$ cat src/rtl/ccc_ctrl_pkg.sv
// State encoding shared by the CCC/PLL controller and anything that decodes STATE.
package ccc_ctrl_pkg;

    localparam int STATE_W = 3;

    typedef enum logic [STATE_W-1:0] {
        ST_OFF       = 3'd0,
        ST_PWRDN     = 3'd1,
        ST_WAIT_LOCK = 3'd2,
        ST_STABLE    = 3'd3,
        ST_RUN       = 3'd4,
        ST_FAULT     = 3'd5
    } state_e;

endpackage

$ cat src/rtl/ccc_clken_accum.sv
// One clock-enable channel: a phase accumulator whose carry-out becomes a
// one-cycle strobe. Rate is inc_i / 2^ACC_W while en_i is held high.
module ccc_clken_accum #(
    parameter int ACC_W = 24
) (
    input  logic             clk_i,
    input  logic             rst_ni,
    input  logic             en_i,
    input  logic [ACC_W-1:0] inc_i,
    output logic             strobe_o
);

    logic [ACC_W-1:0] acc_q, acc_d;
    logic             strobe_q, strobe_d;
    logic [ACC_W:0]   sum;

    // Accumulate while enabled; a disabled channel restarts from phase zero.
    always_comb begin
        sum      = {1'b0, acc_q} + {1'b0, inc_i};
        acc_d    = '0;
        strobe_d = 1'b0;
        if (en_i) begin
            acc_d    = sum[ACC_W-1:0];
            strobe_d = sum[ACC_W];
        end
    end

    // Phase and strobe registers.
    always_ff @(posedge clk_i) begin
        if (!rst_ni) begin
            acc_q    <= '0;
            strobe_q <= 1'b0;
        end else begin
            acc_q    <= acc_d;
            strobe_q <= strobe_d;
        end
    end

    assign strobe_o = strobe_q;

endmodule

$ cat src/rtl/ccc_pll_ctrl_clken.sv
// Fabric-side CCC/PLL bring-up controller: power-down sequencing, LOCK
// synchronisation and qualification, timeout retries, lock-loss recovery and
// status, plus per-channel fractional clock-enable strobes once qualified.
// Clocked from a free-running fabric clock, never from the PLL output.
module ccc_pll_ctrl_clken
    import ccc_ctrl_pkg::*;
#(
    parameter int NUM_CH           = 4,
    parameter int ACC_W            = 24,
    parameter int PD_CYC           = 64,
    parameter int LOCK_STABLE_CYC  = 1024,
    parameter int LOCK_TIMEOUT_CYC = 65536,
    parameter int MAX_RETRY        = 3,
    parameter int AUTO_RECOVER     = 1,
    parameter int CNT_W            = 16
) (
    input  logic                             CLK,
    input  logic                             RESET_N,
    input  logic                             ENABLE,
    input  logic                             PLL_LOCK_0,
    output logic                             PLL_POWERDOWN_N_0,
    output logic                             READY,
    output logic                             FAULT,
    output logic [STATE_W-1:0]               STATE,
    output logic [$clog2(MAX_RETRY+1)-1:0]   RETRY_CNT,
    output logic [CNT_W-1:0]                 LOCK_LOSS_CNT,
    input  logic                             CLR_STATS,
    input  logic [NUM_CH-1:0]                CH_EN,
    input  logic [NUM_CH*ACC_W-1:0]          INC,
    output logic [NUM_CH-1:0]                CLKEN_OUT
);

    localparam int PD_W  = $clog2(PD_CYC + 1);
    localparam int STB_W = $clog2(LOCK_STABLE_CYC + 1);
    localparam int TO_W  = $clog2(LOCK_TIMEOUT_CYC + 1);
    localparam int RT_W  = $clog2(MAX_RETRY + 1);

    localparam logic [PD_W-1:0]  PD_LAST  = PD_W'(PD_CYC - 1);
    localparam logic [STB_W-1:0] STB_LAST = STB_W'(LOCK_STABLE_CYC - 1);
    localparam logic [TO_W-1:0]  TO_LAST  = TO_W'(LOCK_TIMEOUT_CYC - 1);
    localparam logic [RT_W-1:0]  RT_MAX   = RT_W'(MAX_RETRY);

    state_e             state_q, state_d;
    logic               lock_m_q, lock_s_q;
    logic [PD_W-1:0]    pd_cnt_q, pd_cnt_d;
    logic [STB_W-1:0]   stb_cnt_q, stb_cnt_d;
    logic [TO_W-1:0]    to_cnt_q, to_cnt_d;
    logic [RT_W-1:0]    retry_q, retry_d;
    logic [CNT_W-1:0]   llc_q, llc_d;

    // Next state and counters. Timers default to zero so each one restarts on
    // entry to the state that uses it; the lock timeout spans WAIT_LOCK and
    // STABLE together so a flapping lock cannot stall a bring-up attempt.
    always_comb begin
        state_d   = state_q;
        pd_cnt_d  = '0;
        stb_cnt_d = '0;
        to_cnt_d  = '0;
        retry_d   = retry_q;
        llc_d     = llc_q;

        case (state_q)
            ST_OFF: begin
                retry_d = '0;
                if (ENABLE) state_d = ST_PWRDN;
            end
            ST_PWRDN: begin
                if (pd_cnt_q == PD_LAST) state_d = ST_WAIT_LOCK;
                else                     pd_cnt_d = pd_cnt_q + PD_W'(1);
            end
            ST_WAIT_LOCK, ST_STABLE: begin
                to_cnt_d = to_cnt_q + TO_W'(1);
                if (to_cnt_q >= TO_LAST) begin
                    // Timeout wins over any lock activity in the same cycle.
                    to_cnt_d = '0;
                    if (retry_q < RT_MAX) begin
                        retry_d = retry_q + RT_W'(1);
                        state_d = ST_PWRDN;
                    end else begin
                        state_d = ST_FAULT;
                    end
                end else if (state_q == ST_WAIT_LOCK) begin
                    if (lock_s_q) state_d = ST_STABLE;
                end else if (!lock_s_q) begin
                    state_d = ST_WAIT_LOCK;
                end else if (stb_cnt_q == STB_LAST) begin
                    state_d = ST_RUN;
                    retry_d = '0;
                end else begin
                    stb_cnt_d = stb_cnt_q + STB_W'(1);
                end
            end
            ST_RUN: begin
                if (!lock_s_q) begin
                    if (llc_q != '1) llc_d = llc_q + CNT_W'(1);
                    state_d = (AUTO_RECOVER != 0) ? ST_PWRDN : ST_FAULT;
                end
            end
            ST_FAULT: state_d = ST_FAULT;
            default:  state_d = ST_OFF;
        endcase

        // Dropping ENABLE overrides everything, and a lock loss seen in the
        // same cycle is not counted.
        if (!ENABLE) begin
            state_d = ST_OFF;
            retry_d = '0;
            llc_d   = llc_q;
        end
        if (CLR_STATS) llc_d = '0;
    end

    // State, counters and the two-flop LOCK synchroniser.
    always_ff @(posedge CLK) begin
        if (!RESET_N) begin
            state_q   <= ST_OFF;
            lock_m_q  <= 1'b0;
            lock_s_q  <= 1'b0;
            pd_cnt_q  <= '0;
            stb_cnt_q <= '0;
            to_cnt_q  <= '0;
            retry_q   <= '0;
            llc_q     <= '0;
        end else begin
            state_q   <= state_d;
            lock_m_q  <= PLL_LOCK_0;
            lock_s_q  <= lock_m_q;
            pd_cnt_q  <= pd_cnt_d;
            stb_cnt_q <= stb_cnt_d;
            to_cnt_q  <= to_cnt_d;
            retry_q   <= retry_d;
            llc_q     <= llc_d;
        end
    end

    assign PLL_POWERDOWN_N_0 = (state_q == ST_WAIT_LOCK) || (state_q == ST_STABLE) ||
                               (state_q == ST_RUN);
    assign READY             = (state_q == ST_RUN);
    assign FAULT             = (state_q == ST_FAULT);
    assign STATE             = state_q;
    assign RETRY_CNT         = retry_q;
    assign LOCK_LOSS_CNT     = llc_q;

    for (genvar i = 0; i < NUM_CH; i++) begin : g_ch
        ccc_clken_accum #(
            .ACC_W(ACC_W)
        ) u_acc (
            .clk_i   (CLK),
            .rst_ni  (RESET_N),
            .en_i    (READY & CH_EN[i]),
            .inc_i   (INC[i*ACC_W +: ACC_W]),
            .strobe_o(CLKEN_OUT[i])
        );
    end

endmodule
$ cat config.mk
export PLATFORM = sky130hd
export DESIGN_NAME = ccc_pll_ctrl_clken
export DESIGN_NICKNAME = d
export VERILOG_FILES = /design/src/rtl/ccc_ctrl_pkg.sv /design/src/rtl/ccc_clken_accum.sv /design/src/rtl/ccc_pll_ctrl_clken.sv
export SDC_FILE = /design/constraint.sdc
export NUM_CORES = 1
export LEC_CHECK = 0
export ABC_AREA = 1
export ABC_CLOCK_PERIOD_IN_PS = 2400
export CORE_ASPECT_RATIO = 1.75
export CORE_UTILIZATION = 30
export DETAILED_ROUTE_END_ITERATION = 10
export GPL_TIMING_DRIVEN = 0
export SLEW_MARGIN = 20
export SYNTH_ARGS = -nofsm -noshare
export SYNTH_HDL_FRONTEND = slang
export SYNTH_SLANG_ARGS = --single-unit
export TNS_END_PERCENT = 100
$ cat constraint.sdc
create_clock -name CLK -period 2.4 [get_ports CLK]
set_input_delay 0.72 -clock CLK [delete_from_list [all_inputs] [get_ports CLK]]
set_output_delay 0.72 -clock CLK [all_outputs]
set_load 0.005 [all_outputs]
==> results of run 1 <==
## cell families after synthesis
| group | after synthesis | synth area share [%] |
|---|---|---|
| DFF | 158 | 29.2 |
| xor gates and xnor gates | 27 | 2.19 |
| and+or+nand+nor | 863 | 33.3 |
| AOI/OAI and AO/OA | 327 | 16.2 |
| buffers and inverters | 176 | 6.53 |
| adders and majority gates | 106 | 12.5 |
## cell type report
cell class	count	area, sq um
fillers	3725	21700
multi-input cells	1323	7170
flip-flops and latches	158	3170
repair buffers	155	1500
inverters	160	603
well taps	465	582
clock buffers	18	429
clock inverters	14	155
plain buffers	16	114
## synth_stat cells (2+ instances only)
master,instances
nand2_1,429
nor2_1,250
a21oi_1,178
dfxtp_1,158
inv_1,155
ha_1,102
o21ai_0,100
nand3_1,94
nand4_1,29
nor3_1,27
xor2_1,20
o21a_1,15
o21bai_1,14
a21o_1,12
nor3b_1,9
buf_4,7
xnor2_1,7
or2_2,6
inv_2,5
a31oi_1,4
buf_2,4
fa_1,4
clkbuf_1,3
nand2_2,3
nor3_2,3
nor4_1,3
buf_6,2
nor2_2,2
or2_1,2
## metrics by stage
| step | area, sq um | power (uW) | std cells | utilization (%) |
|---|---|---|---|---|
| after floorplan | 10800 | 3120 | 1657 | - |
| after global routing | 13700 | 6530 | 2309 | 38.7 |
| after detailed placement | 12700 | 3450 | 2254 | 35.9 |
| after global placement | 12700 | 3450 | 2254 | 35.9 |
| after CTS | 13400 | 6320 | 2295 | 38.0 |
| final | 13700 | 6230 | 2309 | 38.7 |
## where the power goes
part           switching (uW)  leakage (uW)  internal [uW]  total [uW]
combinational             424       0.00472            339         764
sequential               16.7       0.00128           2640        2660
clock                    1260      0.000282           1550        2810
total                    1700       0.00628           4530        6230
## worst register-to-register path, cell delays in order (launching register included)
cell,delay [ns]
dfxtp_1,0.39
nand2_1,0.13
nor3_4,0.25
nand4_1,0.16
nor2_2,0.16
nand2_2,0.09
nor3_4,0.19
ha_2,0.22
nor2_4,0.06
nand4_1,0.14
or2_4,0.16
clkbuf_4,0.16
a21oi_1,0.04
## timing repair
item                                    4_1_cts  5_1_grt
pin swaps                                     5       18
setup buffers                                 9       13
resized for setup                            23       56
hold endpoints to repair                      0        0
cloned                                        0        1
endpoints found under the setup margin      109       68
## registers in the layout, summed over array words and instances, names as in the netlist
name and count:
g_ch.u_acc.acc_q 96, to_cnt_q 17, LOCK_LOSS_CNT 16, stb_cnt_q 11
pd_cnt_q 7, g_ch.u_acc.strobe_o 4, STATE 3, RETRY_CNT 2
lock_m_q 1, lock_s_q 1
## per-layer routing
layer	up-vias	share of wire [%]	routed length, um	track usage [%]
met5	-	0	0	0
met4	0	7.1	2190	12.9
met3	107	3.1	973	2.56
met2	275	53	16600	33.5
met1	5016	36	11300	15.4
li1	5861	-	-	-
## worst max-delay path by stage
stage	from	end	slack (ns)
after floorplan	INC[48]	g_ch[2].u_acc.strobe_o	0.08
after global placement	RESET_N	g_ch[2].u_acc.acc_q[13]	-0.87
after detailed placement	RESET_N	g_ch[2].u_acc.acc_q[22]	-0.84
after CTS	STATE[0]	READY	-0.006
after global routing	to_cnt_q[0]	to_cnt_q[15]	-0.04
final	INC[72]	g_ch[3].u_acc.acc_q[20]	0.10
==> metrics.txt, run 1 <==
average size of a mapped cell 6.53 sq um; area grow syn2layout 26.8%; post-synthesis instance area 0.0108 sq mm; count of synthesis-stage warnings from yosys 0; wire length of the first global-routing pass 50.0 mm; largest fanout on the critical path 4; data arrival time of the critical path 2.61 ns; Min-Delay Path Class reg -> reg; Worst Path Required 2.71 ns; dominant register cell in the synthesized netlist dfxtp_1; height of the chip 253 um; cell at the root of the clock tree clkbuf_16; max-slew violations 0; path depth of the worst reg2reg path 12; Setup TNS Final 0 ns; share of the yosys chip area belonging to registers 29.2%; share of the synthesized area in the top cell type 29.2%; Levels on crit path 12; unrepaired setup endpoints after global routing true; number of sinks on the clock net 158; overall routed net length 31.0 mm; P per Cell Area 454 mW/mm^2; Yosys top cell by area dfxtp_1; Lkg Pwr 0.00628 uW; post-synthesis cell count 1,657; slew margin rel. 58.0%; DR DRC count 0; TritonCTS clock tree done; worst slack after detailed placement -0.838 ns; share of post-route cells with drive strength above 1 7.70%; setup clock skew after layout 0.00998 ns; CP startpoint kind primary input; total die area 0.0369 sq mm; count of maximum capacitance violations 0; vias per std cell 4.88; commonest non-fill, non-tap cell in the layout nand2_1; number of port buffers 132; status completed; cell type group with the largest total delay on the critical path simple AND/OR/NAND/NOR gates; Hold Violations, Final 0; category of the worst setup path capture point flip-flop; Worst Max-Slew Pin Slew 0.630 ns; clk slew on worst S/H paths 0.07 ns; overall fraction of global-route tracks in use 17.0%; post-route antenna net violation count 0; critical hold path startpoint lock_m_q; Placer Congestion 0.936; Detail Placement HPWL 24.9 mm; delay of the slowest cell on the worst path 0.44 ns; Final period util 95.6%; Max Clk Rate 436 MHz; pin count of the biggest net entering global routing 17; count of standard-cell rows 91; EDFF count, synth 0; commonest non-fill, non-tap cells in the layout 425 x nand2_1, 244 x nor2_1, 170 x a21oi_1; number of antenna violations at the first check in global routing 0; DIE WIDTH 146 um; count of state elements after synthesis 158; min Tclk post-route 2.30 ns; library cell appearing most often on the critical path nand3_1; Buffers & Inverters on Critical Path 2; clock buffer depth 2; number of distinct library cells after synthesis 39; series of cell instances along the critical path clkdlybuf4s50_1 -> ha_4 -> fa_2 -> nand3_1 -> nand3_2 -> buf_4 -> nand3_1 -> nand3_1 -> nand3_1 -> nand2_1 -> nand2_1 -> a21oi_1; Reg-to-Reg Start to_cnt_q[3]; Max VDD drop 0.491 mV; Slowest cell on crit path clkdlybuf4s50_1; Post-CTS Hold Fix Bufs 0; Hold Slack 0.414 ns; Clock H-tree levels 4; number of global-route vias before repair 10,900; Iteration-0 DRC Markers 451; post-synthesis async set-or-reset flop share 0%; detailed-route via count 11,300; count of TritonRoute iterations in the first routing pass 5; type of the worst setup path in -> reg; fin worst setup slack 0.104 ns; final setup violation count 0; NumNets Final 2,042; I/O pin count 133; detail-routed net length per standard cell 13.4 um; overflow left after global routing 0; internal reg-to-reg setup slack 0.15 ns; Std-Cell Core Area 0.0354 sq mm; Net Count, Synth 1,868; end of the worst register-to-register path stb_cnt_q[10]; clock latency on the worst-skew pair 0.45 ns; WHS Path Cells 2; initial core utilization 30.6%; CTS buffer count 17; count of inserted antenna diode cells 0; cell types occupying the most area after synthesis dfxtp_1 29%, nand2_1 15%, ha_1 12%; end of the worst hold path lock_s_q
Note: power is estimated with default switching activity, not from simulation.
==> run 2: changes to the inputs <==
Settings changed: SETUP_SLACK_MARGIN set to 0.3.
==> run 2 against run 1 <==
Clock power shrank 2%. Flip-flop and latch count unchanged. Worst hold slack gained 0.0013 ns. Total power is 2.1% higher. Final cell count is 1.1% higher. Clock-buffer cell count is 1 lower. Wire length up 8.2%. Largest cell class unchanged.
==> metrics.txt, run 2 (synthesized netlist as in run 1, its figures left out) <==
status completed; count of standard-cell rows 91; P per Cell Area 407 mW/mm^2; TritonCTS clock tree done; NumNets Final 2,068; Reg-to-Reg Start to_cnt_q[0]; final setup violation count 0; number of global-route vias before repair 11,400; largest fanout on the critical path 6; clock latency on the worst-skew pair 0.45 ns; wire length of the first global-routing pass 52.7 mm; number of antenna violations at the first check in global routing 1; Clock H-tree levels 4; part of the power in combinational logic 15.2%; cell at the root of the clock tree clkbuf_16; min Tclk post-route 2.15 ns; Lkg Pwr 0.00696 uW; final core utilization 44.2%; pin count of the biggest net entering global routing 17; commonest non-fill, non-tap cells in the layout 379 x nand2_1, 201 x nor2_1, 143 x inv_1; category of the worst setup path capture point flip-flop; overflow left after global routing 0; Hold Violations, Final 0; total die area 0.0369 sq mm; Worst Max-Slew Pin Slew 0.537 ns; worst slack after detailed placement -1.03 ns; overall fraction of global-route tracks in use 18.0%; CTS buffer count 17; Finished Cell Area 0.0156 sq mm; setup clock skew after layout 0.0122 ns; height of the chip 253 um; WHS Path Cells 2; number of sinks on the clock net 158; number of flip-flops under the largest register name 96; commonest non-fill, non-tap cell in the layout nand2_1; Switching Fraction 28.7%; Switch Pwr 1820 uW; number of port buffers 132; detail-routed net length per standard cell 14.4 um; Pint 4540 uW; DR DRC count 0; path depth of the worst reg2reg path 13; Final period util 89.4%; type of the worst setup path reg -> reg; detailed-route via count 11,500; Placer Congestion 0.931; slew margin rel. 64.2%; CP startpoint kind flip-flop; clock network power share 43.1%; Slowest cell on crit path dfxtp_4; overall routed net length 33.6 mm; Placed Area 0.0129 sq mm; timing startpoint of the critical path to_cnt_q[0]; Std-Cell Core Area 0.0354 sq mm; Min-Delay Path Class reg -> reg; DIE WIDTH 146 um; area grow syn2layout 44.5%; end of the worst register-to-register path stb_cnt_q[6]; count of inserted antenna diode cells 0; part of the total power dissipated in sequential elements 41.7%; delay of the slowest cell on the worst path 0.35 ns; count of TritonRoute iterations in the first routing pass 5; max-slew violations 0; fin worst setup slack 0.254 ns; termination of the worst setup path stb_cnt_q[6]; count of maximum capacitance violations 0; Max Clk Rate 466 MHz; register ranked first by flip-flop count g_ch.u_acc.acc_q; Detail Placement HPWL 25.6 mm; internal reg-to-reg setup slack 0.25 ns; post-route antenna net violation count 0; Post-CTS Hold Fix Bufs 0; data arrival time of the critical path 2.52 ns; unrepaired setup endpoints after global routing true; Iteration-0 DRC Markers 408; initial core utilization 30.6%; Overall Power 6360 uW; vias per std cell 4.91; Setup TNS Final 0 ns; clock buffer depth 2; clk slew on worst S/H paths 0.07 ns; Worst Path Required 2.78 ns; I/O pin count 133; share of post-route cells with drive strength above 1 22.9%; series of cell instances along the critical path ha_4 -> nand2_4 -> nor3_4 -> nand4_1 -> nor2_2 -> nand2_2 -> nor3_2 -> ha_2 -> nor2_4 -> nand4_1 -> or2_4 -> buf_6 -> nor3_2; Max VDD drop 0.505 mV
-- run 2: power groups by stage --
stage	logic [uW]	registers (uW)	clock network, uW
3_3_place_gp	741	2720	0
5_1_grt	1060	2660	2950
4_1_cts	806	2650	2840
3_5_place_dp	747	2720	0
2_1_floorplan	407	2720	0
6_report	967	2660	2740
-- run 2: routing by layer --
metal,vias up,global-route usage [%],share of wire [%]
li1,5919,-,-
met3,106,3.12,3.1
met2,245,36.0,55
met1,5202,16.2,36
met4,2,12.1,5.9
met5,-,0,0.039
-- run 2: how the worst min path moves through the flow --
stage	from	to	slack [ns]
detailed placement	lock_m_q	lock_s_q	0.40
finish	lock_m_q	lock_s_q	0.41
global placement	lock_m_q	lock_s_q	0.40
global route	lock_m_q	lock_s_q	0.45
CTS	lock_m_q	lock_s_q	0.41
floorplan	lock_m_q	lock_s_q	0.39
-- run 2: stage by stage --
step,cells,hold WS (ns)
4_1_cts,2307,0.415
2_1_floorplan,1657,0.390
3_5_place_dp,2254,0.398
6_report,2335,0.415
5_1_grt,2335,0.450
3_3_place_gp,2254,0.395
-- run 2: worst max-delay path, delay by kind of cell, from the launching register on --
family	cells	cell delay [ns]
adders and majority gates	2	0.35
and+or+nand+nor	10	1.22
buffers and inverters	1	0.14
DFF	1	0.35
-- run 2: cell type report --
type,count,area [sq um]
Inverter,160,606
Sequential cell,158,3220
Timing Repair Buffer,181,1770
Clock buffer,17,425
Buffer,16,126
Multi-Input combinational cell,1323,8760
Fill cell,3560,19800
Clock inverter,15,153
Tap cell,465,582
-- run 2: what timing repair did --
action / CTS / global route
pin swaps: 18 / 69
cloned: 1 / 1
endpoints found under the setup margin: 154 / 131
setup buffers: 20 / 27
resized for setup: 150 / 296
==> run 3: changes to the inputs <==
Settings changed: ABC_CLOCK_PERIOD_IN_PS 2400 to 1810.
Clock period 2.4 ns to 1.81 ns, I/O delays scaled along.
==> run 3 against run 2 <==
The run now ends with negative setup slack left. Core utilization grew 11 points. Sequential power grew 32%. Wire length grew 19%. Worst hold slack gained 0.0038 ns. Die area is the same. Critical path depth grew 1. Clock-buffer cell count is the same. Clock power grew 39%. Via count grew 12%. Global-route usage grew 3.1 points. Combinational power grew 85%. Total power grew 43%. Largest cell class unchanged. Largest power group unchanged.
==> metrics.txt, run 3 (synthesized netlist as in run 1, its figures left out) <==
Hold Violations, Final 0; area grow syn2layout 82.0%; Hold Slack 0.419 ns; data arrival time of the critical path 2.46 ns; number of antenna violations at the first check in global routing 2; register ranked first by flip-flop count g_ch.u_acc.acc_q; clock network power share 41.8%; part of the total power dissipated in sequential elements 38.6%; library cell appearing most often on the critical path buf_4; Pint 6410 uW; detailed-route via count 12,800; final setup violation count 55; routed metal-1 wirelength 13.6 mm; pin count of the biggest net entering global routing 17; Iteration-0 DRC Markers 464; series of cell instances along the critical path ha_4 -> nand2_4 -> nor3_4 -> nand4_1 -> nor2_2 -> nand2_2 -> buf_4 -> buf_4 -> buf_4 -> buf_4 -> buf_4 -> buf_4 -> o21ai_1 -> nor2_1; number of sinks on the clock net 158; count of standard-cell rows 91; Clock H-tree levels 4; status finished, violations left; Switch Pwr 2700 uW; post-route antenna net violation count 0; Max Clk Rate 472 MHz; number of port buffers 132; Placer Congestion 0.925; category of the worst setup path capture point flip-flop; max-slew violations 0; NumNets Final 2,262; Buffers & Inverters on Critical Path 6; vias per std cell 5.06; DIE WIDTH 146 um; met2 WL post-DR 22.5 mm; Slowest cell on crit path dfxtp_2; Max VDD drop 0.670 mV; CTS buffer count 17; placed instance count 2,254; Min-Delay Path Class reg -> reg; unrepaired setup endpoints after global routing true; wire length on met3 1.27 mm; Lkg Pwr 0.00845 uW; share of post-route cells with drive strength above 1 50.8%; delay of the slowest cell on the worst path 0.35 ns; cell at the root of the clock tree clkbuf_16; final standard cell count with taps included and fillers excluded 2,530; TritonCTS clock tree done; detail-routed net length per standard cell 15.8 um; slew margin rel. 55.0%; Worst Path Required 2.15 ns; commonest non-fill, non-tap cell in the layout nand2_1; clock latency on the worst-skew pair 0.45 ns; total die area 0.0369 sq mm; P per Cell Area 462 mW/mm^2; violations in the final reports negative setup slack; Switching Fraction 29.7%; overflow left after global routing 0; I/O pin count 133; number of flip-flops under the largest register name 96; fin worst setup slack -0.307 ns; height of the chip 253 um; overall fraction of global-route tracks in use 21.1%; clock buffer depth 2; clk slew on worst S/H paths 0.07 ns; commonest non-fill, non-tap cells in the layout 253 x nand2_1, 165 x nor2_1, 152 x buf_4; count of maximum capacitance violations 0; CP startpoint kind flip-flop; overall routed net length 40.1 mm; cell type group with the largest total delay on the critical path buffers and inverters; Std-Cell Core Area 0.0354 sq mm; wire length of the first global-routing pass 61.6 mm; Worst Max-Slew Pin Slew 0.674 ns; count of TritonRoute iterations in the first routing pass 5; type of the worst setup path reg -> reg; part of the power in combinational logic 19.6%; highest layer used for signal routing met5; Final period util 117%; min Tclk post-route 2.12 ns; Detail Placement HPWL 27.3 mm; largest fanout on the critical path 3; initial core utilization 30.6%; setup clock skew after layout 0.0127 ns; DR DRC count 0; number of global-route vias before repair 13,000
==> run 3: changes by cell type in the layout (fill, tap and decap cells not counted), sizes merged, moves of 4 or more <==
cell           delta
clkinv            +4
clkdlybuf4s15    +18
clkdlybuf4s50    -61
dlymetal6s2s     -38
buf             +218
dlygate4sd2      +51
clkbuf            +5
inv               -5
==> run 3: timing repair <==
item / 4_1_cts / 5_1_grt
setup endpoints to repair: 177 / 175
pin swaps: 251 / 123
cloned: 7 / 3
buffers inserted: 194 / 39
resized for setup: 786 / 258
hold buffers: 0 / 0
==> run 3: through the flow <==
stage | setup WS [ns] | cell area, sq um | util [%] | TNS [ns] | power [uW]
2_1_floorplan | -0.223 | 12500 | - | -7.23 | 4340
3_3_place_gp | -1.08 | 14400 | 40.7 | -98.51 | 4840
3_5_place_dp | -1.12 | 14400 | 40.7 | -102.79 | 4850
4_1_cts | -0.371 | 18400 | 52.1 | -11.47 | 9050
5_1_grt | -0.446 | 19700 | 55.6 | -16.73 | 9470
6_report | -0.307 | 19700 | 55.6 | -9.06 | 9110
==> run 3: area by class of cell <==
cell class / instances / area, sq um
Clock buffer: 17 / 425
Inverter: 160 / 686
Antenna cell: 1 / 2.50
Tap cell: 465 / 582
Clock inverter: 15 / 179
Fill cell: 3153 / 15700
Buffer: 16 / 229
Multi-Input combinational cell: 1323 / 10800
Timing Repair Buffer: 374 / 3520
Timing Repair inverter: 1 / 16.3
Sequential cell: 158 / 3260
==> run 3: worst paths after layout <==
path / cells after the start / from / endpoint / slack, ns
setup / recovery: 14 / to_cnt_q[1] / to_cnt_q[14] / -0.31
hold / removal: 2 / lock_m_q / lock_s_q / 0.42
setup reg to reg: 14 / to_cnt_q[1] / to_cnt_q[14] / -0.31
hold reg to reg: 2 / lock_m_q / lock_s_q / 0.42
==> run 3: per-layer routing <==
layer | global-route usage [%] | up-vias
met5 | 0 | -
met4 | 14.6 | 4
met3 | 3.30 | 160
met2 | 42.6 | 333
met1 | 18.7 | 5967
li1 | - | 6330
==> run 3: worst reg2reg max path, cell delays in order, from the launching register on <==
cell     delay, ns
dfxtp_2       0.35
ha_4          0.15
nand2_4       0.06
nor3_4        0.16
nand4_1       0.16
nor2_2        0.15
nand2_2       0.08
buf_4         0.13
buf_4         0.12
buf_4         0.12
buf_4         0.12
buf_4         0.12
buf_4         0.12
o21ai_1       0.14
nor2_1        0.05
==> run 3: power groups by stage <==
stage,combinational [uW],clock [uW],sequential (uW)
finish,1790,3800,3520
global route,1920,4030,3520
CTS,1620,3920,3520
detailed placement,1240,0,3610
global placement,1230,0,3610
floorplan,732,0,3600
